$ cat src/rtl/onehot_pkg.sv
// Shared types and helpers for the one-hot decode/encode pair.
package onehot_pkg;

  typedef enum logic [1:0] {
    IDLE  = 2'd0,
    DRIVE = 2'd1,
    GAP   = 2'd2
  } state_t;

  localparam int unsigned ONEHOT_MAX_W = 32;
  localparam int unsigned CODE_MAX_W   = 5;

  // Codes wider than CODE_MAX_W bits are not supported by this helper.
  function automatic logic [ONEHOT_MAX_W-1:0] onehot_of(input logic [CODE_MAX_W-1:0] code);
    return ONEHOT_MAX_W'(1) << code;
  endfunction

endpackage

$ cat src/rtl/onehot_pulse_decoder_fifo.sv
// Small synchronous FIFO with occupancy count; read data is the current head.
module sync_fifo #(
  parameter int unsigned WIDTH = 2,
  parameter int unsigned DEPTH = 4
) (
  input  logic                     clk,
  input  logic                     rst_n,
  input  logic                     wr_en,
  input  logic [WIDTH-1:0]         wr_data,
  input  logic                     rd_en,
  output logic [WIDTH-1:0]         rd_data,
  output logic                     full,
  output logic                     empty,
  output logic [$clog2(DEPTH):0]   count
);

  localparam int unsigned PTR_W = $clog2(DEPTH);
  localparam int unsigned CNT_W = PTR_W + 1;

  logic [WIDTH-1:0] mem [DEPTH];
  logic [PTR_W-1:0] wr_ptr;
  logic [PTR_W-1:0] rd_ptr;
  logic [CNT_W-1:0] count_q;
  logic             do_wr;
  logic             do_rd;

  assign do_wr = wr_en && !full;
  assign do_rd = rd_en && !empty;

  always_ff @(posedge clk or negedge rst_n) begin
    if (!rst_n) begin
      wr_ptr  <= '0;
      rd_ptr  <= '0;
      count_q <= '0;
    end else begin
      if (do_wr) wr_ptr <= wr_ptr + PTR_W'(1);
      if (do_rd) rd_ptr <= rd_ptr + PTR_W'(1);
      case ({do_wr, do_rd})
        2'b10:   count_q <= count_q + CNT_W'(1);
        2'b01:   count_q <= count_q - CNT_W'(1);
        default: count_q <= count_q;
      endcase
    end
  end

  // Storage needs no reset: pointers and count define what is valid.
  always_ff @(posedge clk) begin
    if (do_wr) mem[wr_ptr] <= wr_data;
  end

  assign rd_data = mem[rd_ptr];
  assign full    = (count_q == CNT_W'(DEPTH));
  assign empty   = (count_q == '0);
  assign count   = count_q;

endmodule

$ cat src/rtl/onehot_pulse_decoder.sv
// Buffers binary codes and replays each as a timed one-hot strobe followed by an idle gap.
module onehot_pulse_decoder
  import onehot_pkg::*;
#(
  parameter  int unsigned IN_W      = 2,
  parameter  int unsigned PULSE_LEN = 4,
  parameter  int unsigned GAP_LEN   = 1,
  parameter  int unsigned DEPTH     = 4,
  localparam int unsigned OUT_W     = 1 << IN_W
) (
  input  logic                    clk,
  input  logic                    rst_n,
  input  logic                    in_valid,
  input  logic [IN_W-1:0]         in_code,
  output logic                    in_ready,
  output logic [OUT_W-1:0]        out,
  output logic                    out_valid,
  output logic                    busy,
  output logic [$clog2(DEPTH):0]  count
);

  localparam int unsigned MAX_LEN = (PULSE_LEN > GAP_LEN) ? PULSE_LEN : GAP_LEN;
  localparam int unsigned CNT_W   = $clog2(MAX_LEN + 1);

  state_t            state_q, state_d;
  logic [CNT_W-1:0]  cnt_q, cnt_d;
  logic [OUT_W-1:0]  out_q, out_d;
  logic              out_valid_q, out_valid_d;
  logic              pop;
  logic              full;
  logic              empty;
  logic [IN_W-1:0]   head;
  logic [OUT_W-1:0]  strobe;

  sync_fifo #(
    .WIDTH (IN_W),
    .DEPTH (DEPTH)
  ) u_fifo (
    .clk     (clk),
    .rst_n   (rst_n),
    .wr_en   (in_valid),
    .wr_data (in_code),
    .rd_en   (pop),
    .rd_data (head),
    .full    (full),
    .empty   (empty),
    .count   (count)
  );

  assign strobe = OUT_W'(onehot_of(CODE_MAX_W'(head)));

  always_ff @(posedge clk or negedge rst_n) begin
    if (!rst_n) begin
      state_q     <= IDLE;
      cnt_q       <= '0;
      out_q       <= '0;
      out_valid_q <= 1'b0;
    end else begin
      state_q     <= state_d;
      cnt_q       <= cnt_d;
      out_q       <= out_d;
      out_valid_q <= out_valid_d;
    end
  end

  // Next-state: load a strobe from the FIFO head, hold it, then idle for the gap.
  always_comb begin
    state_d     = state_q;
    cnt_d       = cnt_q;
    out_d       = out_q;
    out_valid_d = out_valid_q;
    pop         = 1'b0;
    case (state_q)
      IDLE: begin
        out_d       = '0;
        out_valid_d = 1'b0;
        if (!empty) begin
          pop         = 1'b1;
          out_d       = strobe;
          out_valid_d = 1'b1;
          cnt_d       = CNT_W'(PULSE_LEN - 1);
          state_d     = DRIVE;
        end
      end
      DRIVE: begin
        if (cnt_q == '0) begin
          out_d       = '0;
          out_valid_d = 1'b0;
          if (GAP_LEN != 0) begin
            cnt_d   = CNT_W'(GAP_LEN - 1);
            state_d = GAP;
          end else if (!empty) begin
            // Zero-gap mode chains the next strobe with no dead cycle.
            pop         = 1'b1;
            out_d       = strobe;
            out_valid_d = 1'b1;
            cnt_d       = CNT_W'(PULSE_LEN - 1);
          end else begin
            state_d = IDLE;
          end
        end else begin
          cnt_d = cnt_q - CNT_W'(1);
        end
      end
      GAP: begin
        out_d       = '0;
        out_valid_d = 1'b0;
        if (cnt_q == '0) state_d = IDLE;
        else             cnt_d   = cnt_q - CNT_W'(1);
      end
      default: begin
        state_d     = IDLE;
        out_d       = '0;
        out_valid_d = 1'b0;
      end
    endcase
  end

  assign out       = out_q;
  assign out_valid = out_valid_q;
  assign in_ready  = !full;
  assign busy      = (state_q != IDLE) || !empty;

endmodule

$ cat config.mk
export PLATFORM = sky130hd
export DESIGN_NAME = onehot_pulse_decoder
export DESIGN_NICKNAME = d
export VERILOG_FILES = /design/src/rtl/onehot_pkg.sv /design/src/rtl/onehot_pulse_decoder_fifo.sv /design/src/rtl/onehot_pulse_decoder.sv
export SDC_FILE = /design/constraint.sdc
export NUM_CORES = 1
export LEC_CHECK = 0
export ABC_AREA = 1
export CORE_MARGIN = 5
export CORE_UTILIZATION = 30
export CTS_CLUSTER_DIAMETER = 30
export DETAILED_ROUTE_END_ITERATION = 8
export GPL_TIMING_DRIVEN = 0
export PLACE_DENSITY = 0.45
export SYNTH_ARGS = -nofsm -noshare
export SYNTH_HDL_FRONTEND = slang
export SYNTH_SLANG_ARGS = --single-unit
$ cat constraint.sdc
create_clock -name clk -period 3.95 [get_ports clk]
set_input_delay 1.185 -clock clk [delete_from_list [all_inputs] [get_ports clk]]
set_output_delay 1.185 -clock clk [all_outputs]
set_load 0.01 [all_outputs]
==> key figures <==
Timing
  • Pins over their slew limit: 0
  • Clock skew: around 0.0032 ns
  • Relative slew slack: 47.4%
  • Slew @ Worst Pin: around 0.79 ns
  • Final setup vio count: 0
  • RSZ-0062 raised after global routing: false
  • Final hold vios: 0
  • Min Tclk post-route: between 2 and 3 ns
  • Fin crit share: about 73%
  • Fmax: about 0.35 GHz
  • Setup TNS: 0 ns

Global routing
  • GRT overflow: 0
  • Largest net degree at the start of global routing: 18
  • Vias in the first global route: 971
  • First-pass GRT wire length: 4140 µm
  • Initial antenna violation count: 0
  • GRT Resource Usage Total: 8.17%

Pwr
  • Sw power: roughly 0.59 mW
  • Peak VDD IR: approximately 0.33 mV
  • Register share of total power: roughly 34%
  • P per Cell Area: 826 nW/µm²
  • Comb pwr share: between 50 and 60%
  • Pwr Total: roughly 1.3 mW
  • Internal: approximately 0.75 mW
  • Sw Share: ~44%
  • Clock network power share: between 10 and 15%
  • Pleak: 0.793 nW

Detailed routing
  • Vias per inst: between 4 and 5
  • Wirelength per Cell: 10.4 µm
  • Drt initial violations: between 50 and 60
  • Post-DRT Antenna Nets: 0
  • DRC Markers: 0
  • Total wire length: 2270 µm
  • Vias: between 900 and 1000
  • Pre-antenna DRT Iters: 4

Clock tree
  • Num CTS Buffers: 3
  • # Post-CTS Setup Buffers: 0
  • CTS root buf: clkbuf_8
  • Post-CTS Hold Buffers: 0
  • Clock transition at path regs: 0.09 ns
  • H-tree depth: 1
  • Post-CTS Resized: 0
  • Clock Tree Buf Depth: 2
  • Sink Count: 25
  • Worst-Skew Late Latency: 0.26 ns
  • CTS tree: built

Critical path
  • Worst setup SP type: flip-flop
  • Crit path capture type: primary output
  • Worst path cell trace: inv_1, ha_1, nand3_4, clkdlybuf4s50_1
  • FF-to-FF Start: state_q[0]
  • Slowest CP cell: clkdlybuf4s50_1
  • Crit path max-delay family: buffers and inverters
  • WP buf/inv: 2
  • Critical path peak fanout: 4
  • CP max stage delay: 0.54 ns
  • WP data arrival: roughly 1.7 ns
  • CP Launch Point: state_q[0]
  • WS Path Type: reg2out
  • WP data required: 2.76 ns

Cells and area
  • Finished Cell Area: about 1600 µm²
  • Number of diodes: 0
  • Commonest non-fill, non-tap cell in the layout: nand2_1
  • Net count, final: between 150 and 200
  • Commonest cells after routing, fill and taps aside: nand2_1, inv_1, dfrtp_1
  • Layout cells sized above 1: 16.3%
  • # fillers: 450
  • Syn-to-layout area delta: 18.3%
  • Post-layout util: 36.9%

Synth
  • YS warnings: 0
  • Yosys reg bits: 25
  • Syn avg cell area: approximately 9.3 µm²
  • Yosys cell types: 19
  • Syn nets: around 170
  • Top post-synthesis cells by area: dfrtp_1, edfxtp_1, ha_1, nand2_1, inv_1
  • Largest area contributor in the netlist: dfrtp_1
  • Mapped Area: 1380 µm²
  • Gate Count Post-Synth: approximately 150
  • Post-synth top area share: 30.9%
  • Seq/Total Area, Yosys: around half

Floorplan
  • Initial core utilization: a little under a third
  • Die Y-Extent: 77.7 µm
  • Row cnt: 24
  • Die Area: a little over 6000 µm²
  • Num ports: 15
  • CORE AREA: roughly 4400 µm²
  • Die W: roughly 78 µm

Placed design
  • DP HPWL: roughly 1800 µm
  • Final Wtd Congestion: approximately 0.74
  • Placed Area: between 1500 and 2000 µm²
  • Port bufs: 14

Worst hold path
  • Hold Path Class: reg2reg
  • Hold path startpoint: out[2]

Run
  • Max Cap Viol: 0

Run status
  • Status: finished, final reports clean
[cell families after synthesis]
| logic type | count (synthesis) | synth area share, % |
|---|---|---|
| flops | 25 | 48.4 |
| buf+inv | 27 | 7.36 |
| simple gates | 71 | 26.5 |
| xor+xnor | 4 | 2.55 |
| fa+ha+maj | 13 | 12.4 |
| compound gates | 8 | 2.91 |
[metal layers]
layer | vias to the layer above | track usage (%) | wire, µm
li1 | 490 | - | -
met1 | 420 | 9.89 | 1010
met2 | 14 | 14.1 | 1140
met3 | 2 | 2.66 | 96
met4 | 0 | 1.72 | 14
met5 | - | 0 | 0
[tightest hold or removal path, delay by kind of cell (launching register included)]
family / cells / cell delay (ns)
flops: 1 / 0.35
simple gates: 2 / 0.10
[worst paths after layout]
| kind | depth (start not counted) | end | slack [ns] |
|---|---|---|---|
| max in group asynchronous | 1 | u_fifo.wr_ptr[1] | 2.09 |
| min in group asynchronous | 1 | cnt_q[2] | 1.37 |
| setup / recovery | 4 | busy | 1.07 |
| hold / removal | 2 | out[2] | 0.48 |
| hold reg to reg | 2 | out[2] | 0.48 |
| setup reg to reg | 10 | u_fifo.count[2] | 1.78 |
[cells in the mapped netlist, drive strengths merged]
cell    count
inv        27
fa          1
o21ai       4
xnor2       1
xor2        3
edfxtp      8
a21oi       4
dfrtp      17
nand3      12
nor2       13
ha         12
nand2      46
[sequential cells by signal (all words and copies together) (netlist names)]
signal         flops
cnt_q              3
out                4
out_valid          1
state_q            2
u_fifo.count       3
u_fifo.mem         8
u_fifo.rd_ptr      2
u_fifo.wr_ptr      2
[power groups by stage]
stage	Sequential, mW	Combinational [mW]	Clock [mW]
after CTS	0.461	0.752	0.158
after floorplan	0.467	0.532	0
final	0.459	0.738	0.149
after global routing	0.471	0.852	0.167
after global placement	0.460	0.738	0
after detailed placement	0.465	0.746	0
[area by class of cell]
class | count | area, µm² | share of cell area, %
Multi-Input combinational cell | 96 | 609 | 37.4
Inverter | 27 | 101 | 6.23
Tap cell | 52 | 65.1 | 4.00
Sequential cell | 25 | 666 | 40.9
Clock buffer | 3 | 41.3 | 2.54
Clock inverter | 1 | 5.00 | 0.307
Timing Repair Buffer | 14 | 140 | 8.61
[metrics by stage]
| stage | instances | hold WS (ns) | setup slack, ns |
|---|---|---|---|
| global route | 218 | 0.506 | 0.989 |
| CTS | 218 | 0.485 | 1.05 |
| floorplan | 148 | 0.441 | 1.62 |
| global placement | 214 | 0.463 | 1.05 |
| detailed placement | 214 | 0.462 | 1.03 |
| finish | 218 | 0.482 | 1.07 |
Power figures use the tool's default switching activity.
